File: src/rtl/seq_det_pkg.sv
// Shared definitions for the serial sequence detector family.
// Holds the state encoding and the length-to-mask helper.
package seq_det_pkg;

    localparam int MAX_SEQ_LEN = 32;

    typedef enum logic {
        ST_IDLE = 1'b0,
        ST_RUN  = 1'b1
    } state_e;

    // Low-ones mask covering the last 'len' received bits.
    function automatic logic [MAX_SEQ_LEN-1:0] len_mask(input int unsigned len);
        logic [MAX_SEQ_LEN-1:0] m;
        if (len >= MAX_SEQ_LEN) begin
            m = '1;
        end else begin
            m = (32'd1 << len) - 32'd1;
        end
        return m;
    endfunction

endpackage

File: src/rtl/seq_det_param_sat_counter.sv
// Saturating up-counter with a clear that wins over a same-cycle increment.
// Shared by the detector family for match statistics.
module sat_counter #(
    parameter int W = 8
) (
    input  logic         clk,
    input  logic         rst,
    input  logic         inc,
    input  logic         clr,
    output logic [W-1:0] cnt
);

    logic [W-1:0] cnt_q;
    logic [W-1:0] cnt_d;

    always_comb begin
        cnt_d = cnt_q;
        if (clr) begin
            cnt_d = '0;
        end else if (inc && (cnt_q != '1)) begin
            cnt_d = cnt_q + 1'b1;
        end
    end

    always_ff @(posedge clk) begin
        if (!rst) begin
            cnt_q <= '0;
        end else begin
            cnt_q <= cnt_d;
        end
    end

    assign cnt = cnt_q;

endmodule

File: src/rtl/seq_det_param.sv
// Run-time programmable Moore serial sequence detector with overlap control,
// valid-qualified input and a saturating match counter.
module seq_det_param
    import seq_det_pkg::*;
#(
    parameter int SEQ_LEN = 8,
    parameter int LEN_W   = 4,
    parameter int CNT_W   = 8
) (
    input  logic               clk,
    input  logic               rst,
    input  logic               in,
    input  logic               in_valid,
    input  logic [SEQ_LEN-1:0] seq_in,
    input  logic [LEN_W-1:0]   len_in,
    input  logic               seq_load,
    input  logic               overlap_en,
    input  logic               cnt_clr,
    output logic               out,
    output logic [CNT_W-1:0]   match_cnt,
    output logic               cfg_err,
    output logic               armed
);

    localparam logic [LEN_W:0] SEQ_LEN_X = (LEN_W+1)'(SEQ_LEN);

    state_e             state_q,   state_d;
    logic [SEQ_LEN-1:0] pattern_q, pattern_d;
    logic [LEN_W-1:0]   len_q,     len_d;
    logic [SEQ_LEN-1:0] hist_q,    hist_d;
    logic [LEN_W-1:0]   fill_q,    fill_d;
    logic               out_q,     out_d;
    logic               cfg_err_q, cfg_err_d;

    logic                   load_ok;
    logic                   accept;
    logic                   match;
    logic [SEQ_LEN-1:0]     hist_next;
    logic [LEN_W:0]         fill_inc;
    logic [MAX_SEQ_LEN-1:0] mask_full;
    logic [SEQ_LEN-1:0]     mask;

    always_comb begin
        state_d   = state_q;
        pattern_d = pattern_q;
        len_d     = len_q;
        hist_d    = hist_q;
        fill_d    = fill_q;
        out_d     = 1'b0;
        cfg_err_d = 1'b0;

        load_ok   = seq_load && (len_in != '0) && ({1'b0, len_in} <= SEQ_LEN_X);
        accept    = (state_q == ST_RUN) && in_valid && !load_ok;
        hist_next = {hist_q[SEQ_LEN-2:0], in};
        fill_inc  = {1'b0, fill_q} + 1'b1;
        if (fill_inc > SEQ_LEN_X) begin
            fill_inc = SEQ_LEN_X;
        end
        mask_full = len_mask(32'(len_q));
        mask      = mask_full[SEQ_LEN-1:0];

        // Compare against the post-shift history so the last bit counts immediately.
        match = accept
             && (((hist_next ^ pattern_q) & mask) == '0)
             && (fill_inc >= {1'b0, len_q});

        if (load_ok) begin
            state_d   = ST_RUN;
            pattern_d = seq_in;
            len_d     = len_in;
            hist_d    = '0;
            fill_d    = '0;
        end else begin
            cfg_err_d = seq_load;
            if (accept) begin
                hist_d = hist_next;
                fill_d = fill_inc[LEN_W-1:0];
                if (match) begin
                    out_d = 1'b1;
                    if (!overlap_en) begin
                        fill_d = '0;
                    end
                end
            end
        end
    end

    always_ff @(posedge clk) begin
        if (!rst) begin
            state_q   <= ST_IDLE;
            pattern_q <= '0;
            len_q     <= '0;
            hist_q    <= '0;
            fill_q    <= '0;
            out_q     <= 1'b0;
            cfg_err_q <= 1'b0;
        end else begin
            state_q   <= state_d;
            pattern_q <= pattern_d;
            len_q     <= len_d;
            hist_q    <= hist_d;
            fill_q    <= fill_d;
            out_q     <= out_d;
            cfg_err_q <= cfg_err_d;
        end
    end

    sat_counter #(
        .W(CNT_W)
    ) u_match_cnt (
        .clk (clk),
        .rst (rst),
        .inc (match),
        .clr (cnt_clr),
        .cnt (match_cnt)
    );

    assign out     = out_q;
    assign cfg_err = cfg_err_q;
    assign armed   = (state_q == ST_RUN);

endmodule

File: config.mk
export PLATFORM = sky130hd
export DESIGN_NAME = seq_det_param
export DESIGN_NICKNAME = d
export VERILOG_FILES = /design/src/rtl/seq_det_pkg.sv /design/src/rtl/seq_det_param_sat_counter.sv /design/src/rtl/seq_det_param.sv
export SDC_FILE = /design/constraint.sdc
export NUM_CORES = 1
export LEC_CHECK = 0
export BUFFER_PORTS_ARGS = -buffer_cell sky130_fd_sc_hd__buf_2
export CORE_MARGIN = 2
export CORE_UTILIZATION = 40
export CTS_BUF_LIST = sky130_fd_sc_hd__clkbuf_16
export CTS_CLUSTER_SIZE = 12
export DETAILED_ROUTE_END_ITERATION = 6
export GPL_ROUTABILITY_DRIVEN = 0
export PLACE_DENSITY_LB_ADDON = 0.3
export SLEW_MARGIN = 30
export SYNTH_ARGS = -nofsm -noshare
export SYNTH_HDL_FRONTEND = slang
export SYNTH_HIERARCHICAL = 1
export SYNTH_SLANG_ARGS = --single-unit
File: constraint.sdc
create_clock -name clk -period 7.2 [get_ports clk]
set_input_delay 0.72 -clock clk [delete_from_list [all_inputs] [get_ports clk]]
set_output_delay 0.72 -clock clk [all_outputs]
set_load 0.02 [all_outputs]
; ---- Word-level counts from Yosys, hierarchy flattened
; Index checks and enable logic that the tools add are counted.
[totals]
inputBits = 19
word_cells = 37
register_bits = 34
out_inout_bits = 11
[op_classes]
n_eq_ne = 1
n_bitwise = 4
n_mux = 4
reduce_logical = 13
n_addsub = 3
shift = 1
order_cmp = 3
[ops]
columns = operator, count
row1 = $add 8x1->8 const B, 1
row2 = $and 8x8->8, 1
row3 = $logic_not 8->1, 1
row4 = $mux 4, 2
row5 = $ne 8x8->1 const B, 1
row6 = $shl 1x4->8 const A, 1
row7 = $sub 8x1->8 const B, 1
row8 = $xor 8x8->8, 1
row9 = $logic_and 1x1->1, 7
row10 = $add 4x1->5 const B, 1
row11 = $ge 5x4->1, 1
row12 = $gt 5x4->1 const B, 1
row13 = $mux 5, 1
row14 = $le 4x4->1 const B, 1
row15 = $reduce_bool 4->1, 1
row16 = $reduce_or 2->1, 2
row17 = $reduce_or 3->1, 1
row18 = $not 1->1, 2
row19 = $logic_not 1->1, 1
row20 = $mux 1, 1

; ---- Longest topological paths before layout
[logic_depth]
ltp_word = 8
depth_mapped = 12
mapped_depth_nobuf = 12

; ---- By module
; The synthesis kept the hierarchy.
[modules_own_cells]
columns = module, cells_each, instances, area_each_um2
row1 = seq_det_param, 159, 1, 1393.8
row2 = sat_counter, 46, 1, 421.7

; ---- Worst setup path after synthesis
; Ideal clock, no wire load.
[synth_path]
kind = flip-flop to flip-flop
from = register len_q[3]
to = register u_match_cnt.cnt_q[6] (netlist: u_match_cnt/cnt[6])
t_required_ns = 7.122
setup_ns = 0.078
setup_slack_ns = 4.626
period_less_slack_ns = 2.574
arrival_ns = 2.497
path_stages_with_launch = 11
path_cell_list = dfxtp_1 buf_6 or4_4 ha_1 nor4b_1 a211oi_2 and4b_1 and2_4 and4_1 and4_1 nor3_1
[synth_via]
elab_chain_cells = 7
word_cells_on_any_way = 8
[synth_lines]
columns = item, line
row1 = "start, declared", seq_det_param.sv:29  ; logic [LEN_W-1:0] len_q, len_d;
row2 = "start signal, assigned", seq_det_param.sv:100  ; len_q <= len_d;
row3 = $shl 1x4->8, seq_det_pkg.sv:18  ; m = (32'd1 << len) - 32'd1;
row4 = $sub 8x1->8, seq_det_pkg.sv:18
row5 = $and 8x8->8, seq_det_param.sv:64  ; && (((hist_next ^ pattern_q) & mask) == '0)
row6 = $logic_not 8->1, seq_det_param.sv:64
row7 = $logic_and 1x1->1, seq_det_param.sv:64
row8 = $logic_and 1x1->1 *, seq_det_param.sv:65  ; && (fill_inc >= {1'b0, len_q});
row9 = via match, seq_det_param.sv:37  ; logic match;
row10 = $logic_and 1x1->1 *, seq_det_param_sat_counter.sv:20  ; end else if (inc && (cnt_q != '1)) begin
row11 = "end signal, assigned", seq_det_param_sat_counter.sv:29  ; cnt_q <= cnt_d;
row12 = "end, declared", seq_det_param_sat_counter.sv:13  ; logic [W-1:0] cnt_q;
; Mark *: on every way through the listed nets, which the timed path passes. The rest lies on a longest branch.
; A chain may end at the register's enable or synchronous reset.

; ---- Final worst setup path
; Same ends and word-level chain as after synthesis.

==> impl_metrics.ini <==
[yosys]
synth_ff_type = dfxtp_1
ys_seq_area_frac = 0.375
synthCells = 205
synth_edf_count = 0
synth_top_area_cell = dfxtp_1
synth.distinct_cells = 50
async_reset_ff_frac = 0
synth.most_common_cell = dfxtp_1
yosysWarningCount = 6
ys_seq_elements = 34
synth_area_per_cell_um2 = 8.86
postSynthNetCount = 230
synth_area_um2 = 1820
synth_top_area_share = 0.375
synthTopCellsByArea = dfxtp_1 37%, mux2i_1 7.7%, nand2_1 5.8%, nor2b_1 4.8%, a21oi_1 4.4%
yosys-top-cells-count = 34 x dfxtp_1, 28 x nand2_1, 16 x a21oi_1

[global_routing]
grt_max_degree = 19
grt_first_pass_wirelength_mm = 6.28
first_global_vias = 1360
grt_usage = 0.156
gr-total-overflow = 0
antenna_found_initial = 0

[detailed_routing]
drc_errors = 0
first_iter_violations = 67
vias = 1493
first_pass_iters = 5
routed_via_density = 5.24
ant_nets = 0
wire_per_inst_um = 12.5
drt_wl_total_mm = 3.55

[sta]
fmax_mhz = 368
clock_skew_ps = 2.63
final.min_clock_period_ps = 2720
slew_headroom = 0.670
fin_setup_tns_ps = 0
fin_ws_ps = 4480
tightest_slew_ps = 491
finalSetupViolations = 0
hold_viol_final = 0
drv_slew = 0
finalCritPeriodShare = 0.377
rsz0062_at_grt = false

[floorplanning]
fp.dieH_um = 71.4
die_area_um2 = 5090
initial_core_util = 0.417
coreArea_um2 = 4350
io_pins = 30
std_cell_rows = 24
die_x_um = 71.4

[power_and_ir_drop]
power_density_nw_per_um2 = 207
netSwitchingFraction = 0.227
leakage_uw = 0.000906
p_switching_uw = 99.9
p_int_uw = 339
peakVddDrop_uv = 122
power_frac_comb = 0.106
clkPwrFrac = 0.438
pwr-share-seq = 0.456

[critical_path]
worstPathCellList = or4_4, ha_1, nor4b_1, a211oi_2, and4b_1, and2_4, and4_1, and4_1, nor3_1
critPathLaunchType = register
slowest_stage = or4_4
worst_path_largest_cell_delay_ps = 570
path_common_cell = and4_1
setup.worst_path.class = reg -> reg
worstPathMaxFanout = 9
end_kind = register
cp.required_ps = 7400
worstPathArrival_ps = 2910

[finish]
instances_no_fill = 285
fillers = 417
multi_input_area_um2 = 1080
post-route-util = 0.486
syn_to_final_growth_pct = 16.7
n_antenna_cell = 0
drive_above_1_share = 0.202
seqCellArea_um2 = 681
nNetsFinal = 259

[cts]
clock-sinks = 34
numCtsBuffers = 5
cts_setup_buffers = 0
clockBufferDepth = 2
cts-root-buf = clkbuf_16
h-tree-depth = 2
clk_pin_slew_ps = 50
postCtsResizedCells = 0
clock_latency_ps = 270
holdBufCountCts = 0
cts_tree = done

[placement]
hpwl_mm = 2.66
dp_slack_ps = 4320
io_buffers = 29
dp_cells = 279

[status]
status = finished clean

[job]
cap_violations = 0

[hold_path]
hold_class = reg -> reg
## placed cells by master (no fill, tap or decap), types with 2 or more instances in the layout
cell type	n
xnor2_1	6
a211oi_2	2
and4_1	4
a31oi_1	2
and2_1	3
xor2_1	4
mux2i_1	14
and3_1	3
dfxtp_1	34
nand2_1	28
a211oi_1	2
nor2_1	8
inv_1	6
o21ai_0	5
nand3_1	4
nor2b_1	14
nand2b_1	4
nor3_1	4
clkbuf_16	5
a21oi_1	16
ha_1	6
a22oi_1	2
a21boi_0	2
buf_2	29
## flip-flops by register name (all words and copies together) (netlist names)
name and flops:
armed 1, cfg_err 1, fill_q 4, hist_q 7
len_q 4, out 1, pattern_q 8, u_match_cnt/cnt 8
## layout make-up
| class | count | share of cell area |
|---|---|---|
| Multi-Input combinational cell | 158 | 0.508 |
| Sequential cell | 34 | 0.321 |
| Timing Repair Buffer | 29 | 0.0685 |
| Clock buffer | 5 | 0.0591 |
| Tap cell | 52 | 0.0307 |
| Inverter | 6 | 0.0106 |
| Clock inverter | 1 | 0.00177 |
## layer usage
| metal | global-route usage | wire [um] | up-vias | share of wire |
|---|---|---|---|---|
| li1 | - | - | 785 | - |
| met5 | 0 | 0 | - | 0 |
| met2 | 0.238 | 1620 | 20 | 0.46 |
| met4 | 0.0566 | 38 | 0 | 0.011 |
| met1 | 0.205 | 1770 | 684 | 0.50 |
| met3 | 0.0520 | 125 | 4 | 0.035 |
## worst max-delay path, delay by kind of cell, from the launching register on
family          cells  cell delay (ps)
simple gates        7             1860
fa+ha+maj           1              270
compound gates      1              120
flops               1              390
## path summary, 6_finish.rpt
check                               from                              end  slack [ps]  depth (start not counted)
setup / recovery   len_q[3]$_SDFFE_PN0P_  u_match_cnt/cnt[6]$_SDFFE_PP0P_        4480                          9
hold / removal    hist_q[6]$_SDFFE_PP0P_           hist_q[6]$_SDFFE_PP0P_         470                          2
setup reg to reg   len_q[3]$_SDFFE_PN0P_  u_match_cnt/cnt[6]$_SDFFE_PP0P_        4480                          9
hold reg to reg   hist_q[6]$_SDFFE_PP0P_           hist_q[6]$_SDFFE_PP0P_         470                          2
## power groups by stage
stage,Sequential [uW],Clock (uW),Combinational [uW]
global route,201,208,53.2
floorplan,203,0,34.5
global placement,204,0,46.8
CTS,200,199,47.5
finish,200,192,46.8
detailed placement,204,0,47.4
## through the flow
step           hold WS (ps)  power (uW)  area (um2)
2_1_floorplan           448         237        1820
3_5_place_dp            463         251        1990
3_3_place_gp            464         251        1990
4_1_cts                 472         447        2120
6_report                471         439        2120
5_1_grt                 511         462        2120
## logic make-up after synthesis
| family | share of synthesized area |
|---|---|
| and+or+nand+nor | 0.254 |
| xor gates and xnor gates | 0.0482 |
| DFF | 0.375 |
| AOI/OAI and AO/OA | 0.161 |
| muxes | 0.0834 |
| adders and majority gates | 0.0469 |
| buffers and inverters | 0.0324 |
No activity file was read; power rests on OpenSTA's default activity.
